## config.mk

```make
export PLATFORM = sky130hd
export DESIGN_NAME = clause_scan_evaluator
export DESIGN_NICKNAME = d
export VERILOG_FILES = /design/src/rtl/clause_scan_evaluator.sv
export SDC_FILE = /design/constraint.sdc
export NUM_CORES = 1
export LEC_CHECK = 0
export CORE_UTILIZATION = 40
export CTS_BUF_LIST = sky130_fd_sc_hd__clkbuf_16
export DETAILED_ROUTE_END_ITERATION = 7
export GPL_TIMING_DRIVEN = 1
export PLACE_DENSITY = 0.74
export SLEW_MARGIN = 20
export SYNTH_ARGS = -nofsm -noshare
export SYNTH_HDL_FRONTEND = slang
export SYNTH_SLANG_ARGS = --single-unit
```

## constraint.sdc

```tcl
create_clock -name clk_i -period 3.7 [get_ports clk_i]
set_clock_uncertainty 0.1 [all_clocks]
set_input_delay 0.555 -clock clk_i [delete_from_list [all_inputs] [get_ports clk_i]]
set_output_delay 0.555 -clock clk_i [all_outputs]
set_load 0.02 [all_outputs]
```

## src/rtl/clause_scan_evaluator.sv

```systemverilog
// rtl/clause_scan_evaluator.sv - sequential clause-table scanner reporting unsatisfied clauses
module clause_scan_evaluator #(
   parameter int NSAT    = 3,
   parameter int NCLAUSE = 64,
   parameter int NVAR    = 32,
   parameter int VIDX_W  = (NVAR > 1) ? $clog2(NVAR) : 1,
   parameter int CIDX_W  = (NCLAUSE > 1) ? $clog2(NCLAUSE) : 1,
   parameter int CNT_W   = $clog2(NCLAUSE + 1)
) (
   input  logic                   clk_i,
   input  logic                   reset_i,
   input  logic                   start_i,
   input  logic                   early_exit_i,
   input  logic [NVAR-1:0]        assign_i,
   output logic                   cl_rd_en_o,
   output logic [CIDX_W-1:0]      cl_addr_o,
   input  logic [NSAT*VIDX_W-1:0] cl_idx_i,
   input  logic [NSAT-1:0]        cl_neg_i,
   input  logic [NSAT-1:0]        cl_en_i,
   output logic                   busy_o,
   output logic                   done_o,
   output logic                   sat_o,
   output logic [CNT_W-1:0]       unsat_cnt_o,
   output logic [CIDX_W-1:0]      first_broken_o,
   output logic                   broken_vld_o
);

   localparam int AEXT_W = 1 << VIDX_W;
   localparam logic [CIDX_W-1:0] LAST_ADDR = CIDX_W'(NCLAUSE - 1);

   typedef enum logic [1:0] {IDLE, FETCH, DRAIN, DONE} state_t;

   state_t              state, state_nxt;
   logic [CIDX_W-1:0]   addr;
   logic [CIDX_W-1:0]   data_addr;
   logic                data_vld;
   logic                early;
   logic [AEXT_W-1:0]   assign_ext;
   logic                any_true;
   logic                clause_broken;
   logic                eval_broken;

   // Clause evaluation on the RAM data; indices beyond NVAR read a zero-padded assignment.
   always_comb begin
      assign_ext = '0;
      assign_ext[NVAR-1:0] = assign_i;
      any_true = 1'b0;
      for (int k = 0; k < NSAT; k++) begin
         if (cl_en_i[k] && (assign_ext[cl_idx_i[k*VIDX_W +: VIDX_W]] ^ cl_neg_i[k])) begin
            any_true = 1'b1;
         end
      end
      clause_broken = (cl_en_i != '0) && !any_true;
   end

   // Only data belonging to the live scan counts; a fetch issued in the early-exit cycle is dropped.
   assign eval_broken = data_vld && ((state == FETCH) || (state == DRAIN)) && clause_broken;

   assign cl_rd_en_o     = (state == FETCH);
   assign cl_addr_o      = addr;
   assign busy_o         = (state != IDLE);
   assign done_o         = (state == DONE);
   assign sat_o          = (unsat_cnt_o == '0);

   // State register.
   always_ff @(posedge clk_i or posedge reset_i) begin
      if (reset_i) begin
         state <= IDLE;
      end else begin
         state <= state_nxt;
      end
   end

   // Next-state logic.
   always_comb begin
      state_nxt = state;
      case (state)
         IDLE:    if (start_i) state_nxt = FETCH;
         FETCH: begin
            if (early && eval_broken) begin
               state_nxt = DONE;
            end else if (addr == LAST_ADDR) begin
               state_nxt = DRAIN;
            end
         end
         DRAIN:   state_nxt = DONE;
         DONE:    state_nxt = IDLE;
         default: state_nxt = IDLE;
      endcase
   end

   // Address generation, data tagging and result accumulation.
   always_ff @(posedge clk_i or posedge reset_i) begin
      if (reset_i) begin
         addr           <= '0;
         data_addr      <= '0;
         data_vld       <= 1'b0;
         early          <= 1'b0;
         unsat_cnt_o    <= '0;
         first_broken_o <= '0;
         broken_vld_o   <= 1'b0;
      end else begin
         data_vld  <= cl_rd_en_o;
         data_addr <= addr;
         if ((state == IDLE) && start_i) begin
            addr           <= '0;
            early          <= early_exit_i;
            unsat_cnt_o    <= '0;
            first_broken_o <= '0;
            broken_vld_o   <= 1'b0;
         end else if ((state == FETCH) && (addr != LAST_ADDR)) begin
            addr <= addr + 1'b1;
         end
         if (eval_broken) begin
            unsat_cnt_o <= unsat_cnt_o + 1'b1;
            if (!broken_vld_o) begin
               first_broken_o <= data_addr;
               broken_vld_o   <= 1'b1;
            end
         end
      end
   end

endmodule
```

==> results of run 1 <==
==> stage by stage <==
stage	hold WS [ns]	power, mW	util	area (sq um)	setup WS [ns]
2_1_floorplan	0.374	0.985	-	2420	0.968
3_3_place_gp	0.338	1.31	0.586	3320	0.182
3_5_place_dp	0.345	1.33	0.586	3320	0.0804
4_1_cts	0.355	1.79	0.615	3490	0.363
5_1_grt	0.388	1.90	0.615	3490	0.170
6_report	0.357	1.78	0.615	3490	0.360
==> registers in the layout, indices dropped and copies added (netlist names) <==
register,count
broken_vld_o,1
cl_addr_o,6
data_addr,6
data_vld,1
early,1
first_broken_o,6
state,2
unsat_cnt_o,7
==> kinds of logic after synthesis <==
group / count (synthesis) / synth area share
and+or+nand+nor: 94 / 0.211
xor gates and xnor gates: 7 / 0.0253
adders and majority gates: 7 / 0.0362
buffers and inverters: 26 / 0.0470
muxes: 46 / 0.264
DFF: 30 / 0.310
AOI/OAI and AO/OA: 33 / 0.106
==> per-layer routing <==
| metal | wire length [microns] | GRT usage | vias to the layer above |
|---|---|---|---|
| met1 | 3200 | 0.339 | 1083 |
| met5 | 0 | 0 | - |
| met2 | 3190 | 0.375 | 86 |
| li1 | - | - | 1084 |
| met4 | 44 | 0.0268 | 0 |
| met3 | 471 | 0.0503 | 6 |
==> cell type report <==
class / count / area, sq um
Sequential cell: 30 / 751
Inverter: 19 / 71.3
Tap cell: 72 / 90.1
Fill cell: 486 / 2190
Clock inverter: 3 / 40.0
Clock buffer: 5 / 125
Multi-Input combinational cell: 187 / 1560
Timing Repair Buffer: 87 / 853
==> cell usage in the layout (no fill, tap or decap), types with 8 or more instances in the layout <==
| cell | count |
|---|---|
| sky130_fd_sc_hd__clkdlybuf4s50_1 | 80 |
| sky130_fd_sc_hd__dfrtp_1 | 30 |
| sky130_fd_sc_hd__inv_1 | 18 |
| sky130_fd_sc_hd__mux2_2 | 13 |
| sky130_fd_sc_hd__mux2i_1 | 20 |
| sky130_fd_sc_hd__mux4_2 | 13 |
| sky130_fd_sc_hd__nand2_1 | 31 |
| sky130_fd_sc_hd__nand4_1 | 8 |
| sky130_fd_sc_hd__nor2_1 | 21 |
==> worst min-delay path by stage <==
stage,end,cells after the start,from,slack [ns]
after floorplan,first_broken_o[0],2,data_addr[0],0.37
final,data_addr[3],0,cl_addr_o[3],0.36
after detailed placement,data_addr[4],0,cl_addr_o[4],0.35
after global placement,data_addr[4],0,cl_addr_o[4],0.34
after global routing,data_addr[4],0,cl_addr_o[4],0.39
after CTS,data_addr[4],0,cl_addr_o[4],0.35
==> where the power goes <==
group          total (mW)  switching (mW)  leakage, nW  internal, mW
combinational       0.826           0.431         1.01         0.395
clock               0.451           0.137       0.0836         0.314
sequential          0.507          0.0837        0.401         0.423
==> report_table.html, run 1 <==
<table>
<tr><th>Metric</th><th>Value</th></tr>
<tr><th colspan="2">Worst setup path</th></tr>
<tr><td>Critical Path Sink</td><td>state[1]</td></tr>
<tr><td>CP Buf/Inv Count</td><td>2</td></tr>
<tr><td>Required time reported for the critical path endpoint</td><td>3.77 ns</td></tr>
<tr><td>Origin of the critical flop-to-flop path</td><td>state[1]</td></tr>
<tr><td>Largest stage delay, worst path</td><td>0.77 ns</td></tr>
<tr><td>Flop2flop setup slack</td><td>1.58 ns</td></tr>
<tr><td>Critical path peak fanout</td><td>10</td></tr>
<tr><td>Critical path data arrival time</td><td>3.41 ns</td></tr>
<tr><td>Cell at the slowest stage of the critical path</td><td>sky130_fd_sc_hd__clkdlybuf4s50_1</td></tr>
<tr><td>Stages on the worst setup path</td><td>9</td></tr>
<tr><td>Crit path launch type</td><td>input port</td></tr>
<tr><td>Source of the critical timing path</td><td>cl_idx_i[1]</td></tr>
<tr><td>Crit-path cells</td><td>clkdlybuf4s50_1 &gt; buf_4 &gt; mux4_2 &gt; nor2_1 &gt; nor4_1 &gt; nor4_1 &gt; mux2_2 &gt; and3_4 &gt; o311ai_1</td></tr>
<tr><td>Cell depth of the worst flop-to-flop path</td><td>7</td></tr>
<tr><td>Reg-to-reg critical path endpoint</td><td>first_broken_o[4]</td></tr>
<tr><td>Cell occurring most often along the worst timing path</td><td>sky130_fd_sc_hd__nor4_1</td></tr>
<tr><td>Type of destination of the critical path</td><td>flop</td></tr>
<tr><td>Class of the most critical setup path</td><td>input port to flop</td></tr>
<tr><td>Top Family by Delay on Critical Path</td><td>buffers and inverters</td></tr>
<tr><th colspan="2">Timing</th></tr>
<tr><td>Ratio of final minimum period to clock period</td><td>0.903</td></tr>
<tr><td>Final TNS setup</td><td>0 ns</td></tr>
<tr><td>Shortest period the worst path allows</td><td>3.34 ns</td></tr>
<tr><td>RSZ-0062 raised after global routing</td><td>false</td></tr>
<tr><td>Final setup violation count</td><td>0</td></tr>
<tr><td>Max-slew headroom at the worst pin</td><td>0.592</td></tr>
<tr><td>Hold Fails Final Rpt</td><td>0</td></tr>
<tr><td>Max Transition Viols Final</td><td>0</td></tr>
<tr><td>Peak Freq</td><td>299 MHz</td></tr>
<tr><td>Transition time at the pin with the least slew margin</td><td>0.612 ns</td></tr>
<tr><th colspan="2">Worst hold path</th></tr>
<tr><td>Worst min-delay path category</td><td>flop to flop</td></tr>
<tr><th colspan="2">Routing</th></tr>
<tr><td>Final ANT Viol Nets</td><td>0</td></tr>
<tr><td>1st-iter DRT viols</td><td>188</td></tr>
<tr><td>Final routed DRC violation total</td><td>0</td></tr>
<tr><td>Vias post-DR</td><td>2259</td></tr>
<tr><td>First-pass iteration count of the detailed router</td><td>4</td></tr>
<tr><td>Drt via density</td><td>5.61</td></tr>
<tr><td>Drt total wl</td><td>6.91 mm</td></tr>
<tr><td>Routed WL per cell</td><td>17.1 microns</td></tr>
<tr><th colspan="2">Floorplan</th></tr>
<tr><td>Number of placement rows</td><td>27</td></tr>
<tr><td>Full die area</td><td>6370 sq um</td></tr>
<tr><td>Starting utilization of the core area</td><td>0.427</td></tr>
<tr><td>Standard cell core area</td><td>5680 sq um</td></tr>
<tr><td>Die height</td><td>79.8 microns</td></tr>
<tr><td>I/O pin cnt</td><td>81</td></tr>
<tr><td>X dimension of the die</td><td>79.8 microns</td></tr>
<tr><th colspan="2">Layout</th></tr>
<tr><td>Area added between synthesis and finish</td><td>44.0%</td></tr>
<tr><td>Net count reported at finish</td><td>394</td></tr>
<tr><td>Number of inserted diodes</td><td>0</td></tr>
<tr><td>Final Instance Count excl. Fillers</td><td>403</td></tr>
<tr><td>Ratio of cells with drive above 1 in the final layout</td><td>0.151</td></tr>
<tr><th colspan="2">Clock tree</th></tr>
<tr><td>TritonCTS buffer count</td><td>5</td></tr>
<tr><td>CTS Buffer Depth</td><td>2</td></tr>
<tr><td>Root buffer cell</td><td>sky130_fd_sc_hd__clkbuf_16</td></tr>
<tr><td>TritonCTS clock tree</td><td>done</td></tr>
<tr><td>Hold buffer count at cts</td><td>0</td></tr>
<tr><td>CTS clock-pin slew for the worst setup and hold paths</td><td>0.05 ns</td></tr>
<tr><td>Clock insertion delay at the later pin of the skew report</td><td>0.27 ns</td></tr>
<tr><td>Number of gates resized after CTS</td><td>0</td></tr>
<tr><td>Clock tree sinks</td><td>30</td></tr>
<tr><td>Number of H-tree levels</td><td>2</td></tr>
<tr><td>Number of buffers inserted to repair setup after CTS</td><td>0</td></tr>
<tr><th colspan="2">Logic synthesis</th></tr>
<tr><td>Portion of synthesized cell area occupied by the leading cell type</td><td>0.310</td></tr>
<tr><td>Ranking of synthesized cells by instance count</td><td>sky130_fd_sc_hd__nand2_1 (31), sky130_fd_sc_hd__dfrtp_1 (30), sky130_fd_sc_hd__nor2_1 (21)</td></tr>
<tr><td>Async set-reset flop share out of synthesis</td><td>1.00</td></tr>
<tr><td>Main synth FF type</td><td>sky130_fd_sc_hd__dfrtp_1</td></tr>
<tr><td>Cell Area, Synth</td><td>2420 sq um</td></tr>
<tr><td>Leading cell type by number of instances after synthesis</td><td>sky130_fd_sc_hd__nand2_1</td></tr>
<tr><td>Yosys top cell by area</td><td>sky130_fd_sc_hd__dfrtp_1</td></tr>
<tr><td>Number of distinct library cells after synthesis</td><td>49</td></tr>
<tr><td>Number of warnings printed during yosys synthesis</td><td>0</td></tr>
<tr><td>Post-synthesis sequential area ratio</td><td>0.310</td></tr>
<tr><td>Number of instances in the synthesized netlist</td><td>243</td></tr>
<tr><td>Synth Area per Inst</td><td>9.97 sq um</td></tr>
<tr><td>Ranking of synthesized cells by area</td><td>sky130_fd_sc_hd__dfrtp_1 (31%), sky130_fd_sc_hd__mux4_2 (12%), sky130_fd_sc_hd__mux2i_1 (8.3%)</td></tr>
<tr><td>#FFs+latches synth</td><td>30</td></tr>
<tr><td>Total nets after synthesis</td><td>307</td></tr>
<tr><td>Number of flops mapped to enable cells by yosys</td><td>0</td></tr>
<tr><th colspan="2">Run</th></tr>
<tr><td>Max-cap violations</td><td>0</td></tr>
<tr><th colspan="2">Power and ir drop</th></tr>
<tr><td>Power per unit of standard cell area</td><td>512 nW/um^2</td></tr>
<tr><td>Standby leakage power</td><td>1.50 nW</td></tr>
<tr><td>Peak supply drop</td><td>0.510 mV</td></tr>
<tr><th colspan="2">Global route</th></tr>
<tr><td>Pin count of the biggest net entering global routing</td><td>31</td></tr>
<tr><td>Total GRT Usage</td><td>0.236</td></tr>
<tr><td>First-pass GRT wire length</td><td>11.4 mm</td></tr>
<tr><td>Grt total ovfl</td><td>0</td></tr>
<tr><td>Number of global-route vias before repair</td><td>2291</td></tr>
<tr><td>Initial antenna violation count</td><td>0</td></tr>
<tr><th colspan="2">Placement</th></tr>
<tr><td>HPWL Detailed</td><td>5.41 mm</td></tr>
<tr><td>Placer Congestion</td><td>1.01</td></tr>
<tr><td>Placed insts</td><td>395</td></tr>
<tr><td>Count of buffers inserted at the top-level ports</td><td>80</td></tr>
<tr><th colspan="2">Outcome</th></tr>
<tr><td>Run status</td><td>completed</td></tr>
</table>
Power figures use the tool's default switching activity.
==> run 2: changes to the inputs <==
- clock period: 3.7 -> 4 ns (I/O delays scaled with it)
==> run 2 against run 1 <==
Power fell by 12%. Highest routed layer unchanged. Non-clock buffer count fell by 4. Largest cell class unchanged. Critical path depth fell by 1.
==> report_table.html, run 2 (synthesis gave the netlist of run 1 again) <==
<table>
<tr><th>Metric</th><th>Value</th></tr>
<tr><th colspan="2">Worst setup path</th></tr>
<tr><td>Required time reported for the critical path endpoint</td><td>4.08 ns (+0.31 ns)</td></tr>
<tr><td>Cell depth of the worst flop-to-flop path</td><td>6 (-1)</td></tr>
<tr><td>Class of the most critical setup path</td><td>input port to flop</td></tr>
<tr><td>Critical path data arrival time</td><td>3.38 ns (-0.03 ns)</td></tr>
<tr><td>Type of destination of the critical path</td><td>flop</td></tr>
<tr><td>Crit path launch type</td><td>input port</td></tr>
<tr><td>Critical path peak fanout</td><td>10 (unchanged)</td></tr>
<tr><th colspan="2">Layout</th></tr>
<tr><td>Ratio of cells with drive above 1 in the final layout</td><td>0.131 (-0.0196)</td></tr>
<tr><td>Number of inserted diodes</td><td>0 (unchanged)</td></tr>
<tr><td>Commonest cells after routing, fill and taps aside</td><td>sky130_fd_sc_hd__clkdlybuf4s50_1 (80), sky130_fd_sc_hd__nand2_1 (31), sky130_fd_sc_hd__dfrtp_1 (30), sky130_fd_sc_hd__nor2_1 (21), sky130_fd_sc_hd__mux2i_1 (20)</td></tr>
<tr><td>Net count reported at finish</td><td>390 (-1.0%)</td></tr>
<tr><td>Area added between synthesis and finish</td><td>41.6%</td></tr>
<tr><td>Flip-flop count of the largest register after layout</td><td>7 (unchanged)</td></tr>
<tr><td>Most frequent standard cell in the layout excluding fill and tap cells</td><td>sky130_fd_sc_hd__clkdlybuf4s50_1</td></tr>
<tr><td>Register with the highest flop count</td><td>unsat_cnt_o</td></tr>
<tr><td>Total non-filler cell area in the finished layout</td><td>3430 sq um (-1.7%)</td></tr>
<tr><th colspan="2">Floorplan</th></tr>
<tr><td>Starting utilization of the core area</td><td>0.427 (unchanged)</td></tr>
<tr><td>Full die area</td><td>6370 sq um (unchanged)</td></tr>
<tr><td>X dimension of the die</td><td>79.8 microns (unchanged)</td></tr>
<tr><td>I/O pin cnt</td><td>81 (unchanged)</td></tr>
<tr><td>Number of placement rows</td><td>27 (unchanged)</td></tr>
<tr><td>Die height</td><td>79.8 microns (unchanged)</td></tr>
<tr><td>Standard cell core area</td><td>5680 sq um (unchanged)</td></tr>
<tr><th colspan="2">Routing</th></tr>
<tr><td>First-pass iteration count of the detailed router</td><td>4 (unchanged)</td></tr>
<tr><td>1st-iter DRT viols</td><td>138 (-27%)</td></tr>
<tr><td>Final routed DRC violation total</td><td>0 (unchanged)</td></tr>
<tr><td>Final ANT Viol Nets</td><td>0 (unchanged)</td></tr>
<tr><td>Routed WL per cell</td><td>16.6 microns (-3.0%)</td></tr>
<tr><td>Drt via density</td><td>5.68 (+1.4%)</td></tr>
<tr><td>Drt total wl</td><td>6.63 mm (-4.0%)</td></tr>
<tr><td>Vias post-DR</td><td>2268 (+0.40%)</td></tr>
<tr><th colspan="2">Timing</th></tr>
<tr><td>Peak Freq</td><td>303 MHz</td></tr>
<tr><td>Final TNS setup</td><td>0 ns (unchanged)</td></tr>
<tr><td>Transition time at the pin with the least slew margin</td><td>0.606 ns (-0.00532 ns)</td></tr>
<tr><td>Setup WS post-layout</td><td>0.704 ns (+0.344 ns)</td></tr>
<tr><td>Shortest period the worst path allows</td><td>3.30 ns</td></tr>
<tr><td>Hold Fails Final Rpt</td><td>0 (unchanged)</td></tr>
<tr><td>Max Transition Viols Final</td><td>0 (unchanged)</td></tr>
<tr><td>RSZ-0062 raised after global routing</td><td>false</td></tr>
<tr><td>Max-slew headroom at the worst pin</td><td>0.591 (-0.000991)</td></tr>
<tr><td>Final setup violation count</td><td>0 (unchanged)</td></tr>
<tr><td>Ratio of final minimum period to clock period</td><td>0.824</td></tr>
<tr><th colspan="2">Clock tree</th></tr>
<tr><td>Root buffer cell</td><td>sky130_fd_sc_hd__clkbuf_16</td></tr>
<tr><td>Number of buffers inserted to repair setup after CTS</td><td>0 (unchanged)</td></tr>
<tr><td>CTS clock-pin slew for the worst setup and hold paths</td><td>0.05 ns (about the same)</td></tr>
<tr><td>Number of H-tree levels</td><td>2 (unchanged)</td></tr>
<tr><td>Number of gates resized after CTS</td><td>0 (unchanged)</td></tr>
<tr><td>TritonCTS buffer count</td><td>5 (unchanged)</td></tr>
<tr><td>Clock insertion delay at the later pin of the skew report</td><td>0.27 ns (about the same)</td></tr>
<tr><td>CTS Buffer Depth</td><td>2 (unchanged)</td></tr>
<tr><td>Clock tree sinks</td><td>30 (unchanged)</td></tr>
<tr><td>Hold buffer count at cts</td><td>0 (unchanged)</td></tr>
<tr><td>TritonCTS clock tree</td><td>done</td></tr>
<tr><th colspan="2">Placement</th></tr>
<tr><td>Count of buffers inserted at the top-level ports</td><td>80 (unchanged)</td></tr>
<tr><td>Placer Congestion</td><td>0.934 (-7.1%)</td></tr>
<tr><td>Placement Setup Slack</td><td>0.409 ns (+0.329 ns)</td></tr>
<tr><td>HPWL Detailed</td><td>5.39 mm (-0.51%)</td></tr>
<tr><td>Instance area at placement</td><td>3290 sq um (-0.90%)</td></tr>
<tr><th colspan="2">Global route</th></tr>
<tr><td>Grt total ovfl</td><td>0 (unchanged)</td></tr>
<tr><td>Total GRT Usage</td><td>0.224 (-0.0121)</td></tr>
<tr><td>Pin count of the biggest net entering global routing</td><td>31 (unchanged)</td></tr>
<tr><td>Initial antenna violation count</td><td>0 (unchanged)</td></tr>
<tr><td>First-pass GRT wire length</td><td>11.0 mm (-3.7%)</td></tr>
<tr><td>Number of global-route vias before repair</td><td>2303 (+0.52%)</td></tr>
<tr><th colspan="2">Worst hold path</th></tr>
<tr><td>Number of stages on the worst hold path</td><td>0 (unchanged)</td></tr>
<tr><td>Worst min-delay path category</td><td>flop to flop</td></tr>
<tr><th colspan="2">Power and ir drop</th></tr>
<tr><td>Power, Total</td><td>1.57 mW (-12%)</td></tr>
<tr><td>Peak supply drop</td><td>0.392 mV (-23%)</td></tr>
<tr><td>Power per unit of standard cell area</td><td>457 nW/um^2 (-11%)</td></tr>
<tr><td>Standby leakage power</td><td>1.46 nW (-2.5%)</td></tr>
<tr><th colspan="2">Run</th></tr>
<tr><td>Max-cap violations</td><td>0 (unchanged)</td></tr>
<tr><th colspan="2">Outcome</th></tr>
<tr><td>Run status</td><td>completed</td></tr>
</table>
[run 2: changes by cell type in the layout (fill, tap and decap cells not counted)]
cell	previous run	this run
sky130_fd_sc_hd__buf_4	7	3
sky130_fd_sc_hd__clkinv_1	0	3
sky130_fd_sc_hd__clkinv_2	2	0
sky130_fd_sc_hd__bufinv_16	1	0
[run 2: worst max-delay path, cell delays in order]
cell                              delay [ns]
sky130_fd_sc_hd__clkdlybuf4s50_1        0.68
sky130_fd_sc_hd__mux4_2                 0.56
sky130_fd_sc_hd__a22oi_2                0.17
sky130_fd_sc_hd__o41ai_1                0.11
sky130_fd_sc_hd__o311ai_1               0.25
sky130_fd_sc_hd__nor3b_4                0.52
sky130_fd_sc_hd__nand4b_4               0.25
sky130_fd_sc_hd__mux2i_1                0.23
[run 2: final timing paths]
check,from,endpoint,slack [ns]
max in group asynchronous,reset_i,first_broken_o[1],2.77
worst min register to register,cl_addr_o[4],data_addr[4],0.34
min in group asynchronous,reset_i,unsat_cnt_o[0],0.63
worst max register to register,state[1],first_broken_o[0],1.66
worst min-delay path,cl_addr_o[4],data_addr[4],0.34
worst max-delay path,cl_idx_i[6],first_broken_o[0],0.70
[run 2: stage by stage]
| step | cells | hold WS [ns] | utilization |
|---|---|---|---|
| after floorplan | 243 | 0.374 | - |
| after global placement | 391 | 0.332 | 0.580 |
| after detailed placement | 391 | 0.335 | 0.580 |
| after CTS | 399 | 0.345 | 0.604 |
| after global routing | 399 | 0.363 | 0.604 |
| final | 399 | 0.339 | 0.604 |
[run 2: report_power, final]
| group | total [mW] | internal, mW | leakage [nW] | switching [mW] |
|---|---|---|---|---|
| combinational | 0.756 | 0.359 | 0.993 | 0.397 |
| clock | 0.341 | 0.223 | 0.0663 | 0.119 |
| sequential | 0.469 | 0.392 | 0.401 | 0.0769 |
| total | 1.57 | 0.973 | 1.46 | 0.592 |
[run 2: area by class of cell]
class	instances	area [sq um]
Timing Repair Buffer	83	823
Sequential cell	30	751
Clock buffer	5	125
Tap cell	72	90.1
Fill cell	491	2250
Multi-Input combinational cell	187	1560
Clock inverter	3	11.3
Inverter	19	71.3
[run 2: per-layer routing]
metal  share of wire  track usage  vias to the layer above
li1                -            -                     1076
met1            0.43        0.295                     1100
met2            0.48        0.386                       83
met3           0.076       0.0366                        9
met4           0.011       0.0429                        0
met5               0            0                        -
